## src/rtl/ahbl_uart_rx_if.sv

```systemverilog
// AHB-Lite slave-side bus bundle for the UART receiver peripheral slot.
// Clock and reset stay outside the bundle as plain module ports.
interface ahbl_uart_rx_if;
   logic        HSEL;
   logic [31:0] HADDR;
   logic [1:0]  HTRANS;
   logic [2:0]  HSIZE;
   logic        HWRITE;
   logic        HREADY;
   logic [31:0] HWDATA;
   logic        HREADYOUT;
   logic [31:0] HRDATA;

   modport master (
      output HSEL, HADDR, HTRANS, HSIZE, HWRITE, HREADY, HWDATA,
      input  HREADYOUT, HRDATA
   );

   modport slave (
      input  HSEL, HADDR, HTRANS, HSIZE, HWRITE, HREADY, HWDATA,
      output HREADYOUT, HRDATA
   );
endinterface

```

## src/rtl/ahbl_uart_rx.sv

```systemverilog
// AHB-Lite UART receiver: 16x oversampled 8N1 deframer feeding a small FIFO,
// exposed as DATA/STATUS/PRESCALE/CTRL registers with a level interrupt.
module ahbl_uart_rx #(
   parameter int FIFO_DEPTH   = 4,
   parameter int PRESCALE_RST = 26
) (
   input  logic           HCLK,
   input  logic           HRESETn,
   ahbl_uart_rx_if.slave  bus,
   input  logic           rx,
   output logic           irq
);
   localparam int AW = $clog2(FIFO_DEPTH);

   typedef enum logic [1:0] {S_IDLE, S_START, S_DATA, S_STOP} state_t;

   logic          r_valid, r_wr;
   logic [1:0]    r_addr;
   logic [15:0]   r_prescale;
   logic [1:0]    r_ctrl;
   logic          r_overrun, r_frame_err;
   logic          r_rx_s1, r_rx_s2, r_rx_d;
   logic [15:0]   r_tick_cnt;
   state_t        r_state;
   logic [3:0]    r_samp;
   logic [2:0]    r_bitcnt;
   logic [7:0]    r_shift;
   logic [7:0]    r_mem [FIFO_DEPTH];
   logic [AW-1:0] r_wptr, r_rptr;
   logic [AW:0]   r_count;

   logic w_addr_ph, w_wr_en, w_rd_en, w_empty, w_full, w_pop;
   logic w_fall, w_start, w_tick, w_stop_smp, w_push, w_ovr_set, w_fe_set;
   logic w_unused;

   assign w_addr_ph  = bus.HSEL & bus.HREADY & bus.HTRANS[1];
   assign w_wr_en    = r_valid & r_wr;
   assign w_rd_en    = r_valid & ~r_wr;
   assign w_empty    = (r_count == '0);
   assign w_full     = (r_count == (AW+1)'(FIFO_DEPTH));
   assign w_pop      = w_rd_en & (r_addr == 2'd0) & ~w_empty;
   assign w_fall     = r_rx_d & ~r_rx_s2;
   assign w_start    = (r_state == S_IDLE) & r_ctrl[0] & w_fall;
   assign w_tick     = (r_tick_cnt == '0);
   assign w_stop_smp = (r_state == S_STOP) & r_ctrl[0] & w_tick & (r_samp == 4'd15);
   // A pop in the same cycle frees the slot, so a full FIFO still accepts the byte
   assign w_push     = w_stop_smp & r_rx_s2 & (~w_full | w_pop);
   assign w_ovr_set  = w_stop_smp & r_rx_s2 & w_full & ~w_pop;
   assign w_fe_set   = w_stop_smp & ~r_rx_s2;

   assign bus.HREADYOUT = 1'b1;
   assign irq           = r_ctrl[1] & ~w_empty;
   assign w_unused      = &{1'b0, bus.HSIZE, bus.HADDR[31:4], bus.HADDR[1:0],
                            bus.HTRANS[0], bus.HWDATA[31:16]};

   always_comb begin
      bus.HRDATA = '0;
      if (w_rd_en) begin
         case (r_addr)
            2'd0:    bus.HRDATA[7:0]  = w_empty ? 8'h00 : r_mem[r_rptr];
            2'd1:    bus.HRDATA[3:0]  = {r_frame_err, r_overrun, w_full, ~w_empty};
            2'd2:    bus.HRDATA[15:0] = r_prescale;
            default: bus.HRDATA[1:0]  = r_ctrl;
         endcase
      end
   end

   always_ff @(posedge HCLK or negedge HRESETn) begin
      if (!HRESETn) begin
         r_valid     <= 1'b0;
         r_wr        <= 1'b0;
         r_addr      <= '0;
         r_prescale  <= 16'(PRESCALE_RST);
         r_ctrl      <= 2'b01;
         r_overrun   <= 1'b0;
         r_frame_err <= 1'b0;
      end else begin
         if (bus.HREADY) begin
            r_valid <= w_addr_ph;
            r_wr    <= bus.HWRITE;
            r_addr  <= bus.HADDR[3:2];
         end
         if (w_wr_en && r_addr == 2'd2) r_prescale <= bus.HWDATA[15:0];
         if (w_wr_en && r_addr == 2'd3) r_ctrl     <= bus.HWDATA[1:0];
         if (w_ovr_set)
            r_overrun <= 1'b1;
         else if (w_wr_en && r_addr == 2'd1 && bus.HWDATA[2])
            r_overrun <= 1'b0;
         if (w_fe_set)
            r_frame_err <= 1'b1;
         else if (w_wr_en && r_addr == 2'd1 && bus.HWDATA[3])
            r_frame_err <= 1'b0;
      end
   end

   always_ff @(posedge HCLK or negedge HRESETn) begin
      if (!HRESETn) begin
         r_rx_s1    <= 1'b1;
         r_rx_s2    <= 1'b1;
         r_rx_d     <= 1'b1;
         r_tick_cnt <= '0;
      end else begin
         r_rx_s1 <= rx;
         r_rx_s2 <= r_rx_s1;
         r_rx_d  <= r_rx_s2;
         if (w_start || w_tick)
            r_tick_cnt <= r_prescale;
         else
            r_tick_cnt <= r_tick_cnt - 1'b1;
      end
   end

   always_ff @(posedge HCLK or negedge HRESETn) begin
      if (!HRESETn) begin
         r_state  <= S_IDLE;
         r_samp   <= '0;
         r_bitcnt <= '0;
         r_shift  <= '0;
      end else if (!r_ctrl[0]) begin
         r_state <= S_IDLE;
      end else begin
         case (r_state)
            S_IDLE: if (w_fall) begin
               r_samp  <= '0;
               r_state <= S_START;
            end
            S_START: if (w_tick) begin
               if (r_samp == 4'd7) begin
                  r_samp   <= '0;
                  r_bitcnt <= '0;
                  r_state  <= r_rx_s2 ? S_IDLE : S_DATA;
               end else begin
                  r_samp <= r_samp + 1'b1;
               end
            end
            S_DATA: if (w_tick) begin
               if (r_samp == 4'd15) begin
                  r_shift  <= {r_rx_s2, r_shift[7:1]};
                  r_samp   <= '0;
                  r_bitcnt <= r_bitcnt + 1'b1;
                  if (r_bitcnt == 3'd7) r_state <= S_STOP;
               end else begin
                  r_samp <= r_samp + 1'b1;
               end
            end
            default: if (w_tick) begin
               if (r_samp == 4'd15)
                  r_state <= S_IDLE;
               else
                  r_samp <= r_samp + 1'b1;
            end
         endcase
      end
   end

   always_ff @(posedge HCLK) begin
      if (w_push) r_mem[r_wptr] <= r_shift;
   end

   always_ff @(posedge HCLK or negedge HRESETn) begin
      if (!HRESETn) begin
         r_wptr  <= '0;
         r_rptr  <= '0;
         r_count <= '0;
      end else begin
         if (w_push) r_wptr <= r_wptr + 1'b1;
         if (w_pop)  r_rptr <= r_rptr + 1'b1;
         case ({w_push, w_pop})
            2'b10:   r_count <= r_count + 1'b1;
            2'b01:   r_count <= r_count - 1'b1;
            default: r_count <= r_count;
         endcase
      end
   end
endmodule

```

## src/flat_wrapper.sv

```systemverilog
// flat-port wrapper written by rule: the top's interface ports become plain ports
module ahbl_uart_rx_flat 
#(
   parameter int FIFO_DEPTH   = 4,
   parameter int PRESCALE_RST = 26
)
  (HCLK, HRESETn, rx, irq, bus_HSEL, bus_HADDR, bus_HTRANS, bus_HSIZE, bus_HWRITE, bus_HREADY, bus_HWDATA, bus_HREADYOUT, bus_HRDATA);
  ahbl_uart_rx_if bus_i ();
  input  logic HCLK;
  input  logic HRESETn;
  input  logic rx;
  output logic irq;
  input wire logic [$bits(bus_i.HSEL)-1:0] bus_HSEL;
  input wire logic [$bits(bus_i.HADDR)-1:0] bus_HADDR;
  input wire logic [$bits(bus_i.HTRANS)-1:0] bus_HTRANS;
  input wire logic [$bits(bus_i.HSIZE)-1:0] bus_HSIZE;
  input wire logic [$bits(bus_i.HWRITE)-1:0] bus_HWRITE;
  input wire logic [$bits(bus_i.HREADY)-1:0] bus_HREADY;
  input wire logic [$bits(bus_i.HWDATA)-1:0] bus_HWDATA;
  output wire logic [$bits(bus_i.HREADYOUT)-1:0] bus_HREADYOUT;
  output wire logic [$bits(bus_i.HRDATA)-1:0] bus_HRDATA;
  assign bus_i.HSEL = bus_HSEL;
  assign bus_i.HADDR = bus_HADDR;
  assign bus_i.HTRANS = bus_HTRANS;
  assign bus_i.HSIZE = bus_HSIZE;
  assign bus_i.HWRITE = bus_HWRITE;
  assign bus_i.HREADY = bus_HREADY;
  assign bus_i.HWDATA = bus_HWDATA;
  assign bus_HREADYOUT = bus_i.HREADYOUT;
  assign bus_HRDATA = bus_i.HRDATA;
  ahbl_uart_rx #(.FIFO_DEPTH(FIFO_DEPTH), .PRESCALE_RST(PRESCALE_RST)) u_core (.HCLK(HCLK), .HRESETn(HRESETn), .bus(bus_i), .rx(rx), .irq(irq));
endmodule
```

## config.mk

```make
export PLATFORM = sky130hd
export DESIGN_NAME = ahbl_uart_rx_flat
export DESIGN_NICKNAME = d
export VERILOG_FILES = /design/src/rtl/ahbl_uart_rx_if.sv /design/src/rtl/ahbl_uart_rx.sv /design/src/flat_wrapper.sv
export SDC_FILE = /design/constraint.sdc
export NUM_CORES = 1
export LEC_CHECK = 0
export BUFFER_PORTS_ARGS = -buffer_cell sky130_fd_sc_hd__buf_2
export CELL_PAD_IN_SITES_DETAIL_PLACEMENT = 0
export CELL_PAD_IN_SITES_GLOBAL_PLACEMENT = 1
export CORE_MARGIN = 1.5
export CORE_UTILIZATION = 43
export CTS_CLUSTER_DIAMETER = 120
export DETAILED_ROUTE_END_ITERATION = 8
export MAX_ROUTING_LAYER = met4
export PLACE_DENSITY = 0.82
export SKIP_CTS_REPAIR_TIMING = 1
export SYNTH_ARGS = -nofsm -noshare
export SYNTH_HDL_FRONTEND = slang
export SYNTH_SLANG_ARGS = --single-unit
```

## constraint.sdc

```tcl
create_clock -name HCLK -period 3.2 [get_ports HCLK]
set_input_delay 0.32 -clock HCLK [delete_from_list [all_inputs] [get_ports HCLK]]
set_output_delay 0.32 -clock HCLK [all_outputs]
set_load 0.01 [all_outputs]
```

==> flow_metrics.env <==
export IMPL_synth_cell_types=55
export IMPL_synthToLayoutAreaGrowth_pct=11.0
export IMPL_cap_violations=0
export IMPL_period_needed_ns=2.68
export IMPL_routedWlPerCell_um=15.4
export IMPL_fin_cells=589
export IMPL_async_flop_share=0.677
export IMPL_drive_gt1_frac=0.269
export IMPL_synth_area_sq_um=4810
export IMPL_yosysTopAreaCellShare=0.312
export IMPL_hold_path_class="primary input to flop"
export IMPL_worst_slack_ns=0.521
export IMPL_grt_usage=0.176
export IMPL_insertion_delay_ns=0.38
export IMPL_grt_overflow_total=0
export IMPL_numCtsBuffers=9
export IMPL_antenna_found_initial=0
export IMPL_fin_total_pwr_mw=3.22
export IMPL_crit_arrival_ns=2.97
export IMPL_viasPerCell=5.28
export IMPL_antenna_diode_count=0
export IMPL_cpMostUsedCell="inv_1"
export IMPL_synth_area_leaders="dfrtp_1 31%, edfxtp_1 20%, mux2_2 7.0%, dfstp_2 3.8%, mux4_2 3.7%"
export IMPL_finalCritPeriodShare=0.837
export IMPL_yosysSeqAreaShare=0.550
export IMPL_die_h_um=109
export IMPL_place_gp_congestion=0.819
export IMPL_drc=0
export IMPL_power_leakage_nw=2.14
export IMPL_ys_ff_latch=99
export IMPL_max_freq_mhz=373
export IMPL_drt_pass1_iterations=4
export IMPL_crit_chain="nor4_1, nand4_1, buf_4, nor3b_2, inv_1, ha_1, inv_1, fa_1, o21ai_0"
export IMPL_postPlaceCellArea_sq_um=5140
export IMPL_portBuffers=41
export IMPL_dr_first_iter_drc_count=159
export IMPL_nNetsFinal=534
export IMPL_yosysWarnings=0
export IMPL_yosys_most_used_dff="dfrtp_1"
export IMPL_critPathMaxFanout=4
export IMPL_core_area_sq_um=10900
export IMPL_grt_first_pass_wirelength_mm=15.2
export IMPL_slew_headroom=0.364
export IMPL_clockRootBuffer="clkbuf_8"
export IMPL_ir_worst_vdd_uv=414
export IMPL_clkTransAtPathRegs_ns=0.10
export IMPL_dpl_hpwl_mm=6.43
export IMPL_required_ns=3.49
export IMPL_syn_inst=398
export IMPL_clock_path_buffers=2
export IMPL_maxSlewViolCount=0
export IMPL_dieWidth_um=109
export IMPL_fillers=988
export IMPL_htreeDepth=3
export IMPL_dp_cells=573
export IMPL_status="completed"
export IMPL_cp_end_kind="flop"
export IMPL_ant_nets=0
export IMPL_pre_cts_ws_ns=0.545
export IMPL_grt_pass1_vias=3032
export IMPL_avgSynthCellArea_sq_um=12.1
export IMPL_drt_total_wl_mm=9.05
export IMPL_synth_edf_count=32
export IMPL_whs_ns=0.0409
export IMPL_start_util=0.442
export IMPL_setup_violations_final=0
export IMPL_die_area_sq_um=11800
export IMPL_worst_pin_slew_ns=0.953
export IMPL_rsz0062_at_grt="false"
export IMPL_io_pins=109
export IMPL_yosys_area_top_type="dfrtp_1"
export IMPL_final_util=0.491
export IMPL_finalHoldViolCount=0
export IMPL_core_rowCount=38
export IMPL_finalSetupTns_ns=0
export IMPL_via_count=3107
export IMPL_critPathKind="flop to flop"
export IMPL_skew_ns=0.0143
export IMPL_cts_sinks=99
export IMPL_slowest_delay_ns=0.54
export IMPL_fin_area_sq_um=5340
export IMPL_grt_max_degree=43
export IMPL_slowest_stage="nor4_1"
export IMPL_startpoint_type="flop"
export IMPL_cts_tree="yes"
export IMPL_p_per_area_nw_per_um2=602
-- per-layer routing --
layer | share of wire | track usage | vias up
li1 | - | - | 1482
met1 | 0.45 | 0.218 | 1547
met2 | 0.50 | 0.286 | 69
met3 | 0.036 | 0.0430 | 9
met4 | 0.010 | 0.0508 | 0
met5 | 0 | - | -
-- state kept, by name, indices dropped and copies added (netlist names), 3 cells and up --
name / cells
u_core.r_tick_cnt: 16
u_core.r_samp: 4
u_core.r_bitcnt: 3
u_core.r_mem: 32
u_core.r_shift: 8
u_core.r_count: 3
u_core.r_prescale: 16
-- cell usage in the layout, fill, tap and decap left out, drive strengths merged, types with 3 or more instances in the layout --
cell type	synthesis	layout
nor3	4	4
a22oi	3	3
a22o	4	4
buf	20	50
nor2b	5	5
nand4	5	5
and2	13	13
nand2	40	40
mux4	8	8
nor2	18	18
or2	3	3
o21ai	24	24
a21oi	6	6
inv	13	17
dfstp	7	7
edfxtp	32	32
xor2	8	8
nor4	6	6
dfrtp	60	60
nand3	18	18
ha	14	14
xnor2	11	11
o31ai	4	4
conb	2	17
mux2	30	30
clkbuf	10	9
-- critical path, delay by kind of cell (launching register included) --
family | cells | cell delay [ns]
buffers and inverters | 3 | 0.35
DFF | 1 | 0.44
and+or+nand+nor | 3 | 0.97
adders and majority gates | 2 | 0.63
AOI/OAI and AO/OA | 1 | 0.20
-- report_power, final --
group / total, mW / internal [mW] / switching (mW)
logic: 0.590 / 0.307 / 0.283
registers: 1.79 / 1.53 / 0.252
clock network: 0.840 / 0.377 / 0.463
total: 3.22 / 2.22 / 0.998
-- synth_stat cells (6+ instances only) --
library cell	n
nand3_1	18
nor2_1	17
mux2_2	30
ha_1	14
o21ai_0	23
inv_1	13
clkbuf_1	10
mux4_2	8
edfxtp_1	32
xor2_1	8
buf_4	17
a21oi_1	6
dfstp_2	7
dfrtp_1	60
and2_1	13
xnor2_1	11
nand2_1	40
-- worst paths after layout --
kind	from	endpoint	slack (ns)	depth (start not counted)
setup / recovery	u_core.r_tick_cnt[12]$_DFF_PN0_	u_core.r_count[1]$_DFFE_PN0P_	0.52	9
hold / removal	rx	u_core.r_rx_s1$_DFF_PN1_	0.04	1
setup reg to reg	u_core.r_tick_cnt[12]$_DFF_PN0_	u_core.r_count[1]$_DFFE_PN0P_	0.52	9
hold reg to reg	u_core.r_rx_s1$_DFF_PN1_	u_core.r_rx_s2$_DFF_PN1_	0.36	0
max in group asynchronous	HRESETn	u_core.r_rx_s1$_DFF_PN1_	2.24	2
min in group asynchronous	HRESETn	u_core.r_samp[1]$_DFFE_PN0P_	0.08	1
-- layout make-up --
class | count | area (sq um) | area share
sequential | 99 | 2650 | 0.495
multi-input combinational | 271 | 1990 | 0.373
timing repair buffer | 50 | 273 | 0.0511
tap | 140 | 175 | 0.0328
clock buffer | 9 | 124 | 0.0232
clock inverter | 7 | 82.6 | 0.0155
inverter | 13 | 48.8 | 0.00913
-- cells by family (layout without fill, tap and decap cells) --
family	Yosys count	in the layout	synth area share
simple gates	128	128	0.146
flops	99	99	0.550
compound gates	53	53	0.0705
buf+inv	43	79	0.0476
mux	39	39	0.110
xor+xnor	19	19	0.0346
fa+ha+maj	15	15	0.0406
other cells	2	17	0.00156
Power figures use the tool's default switching activity.
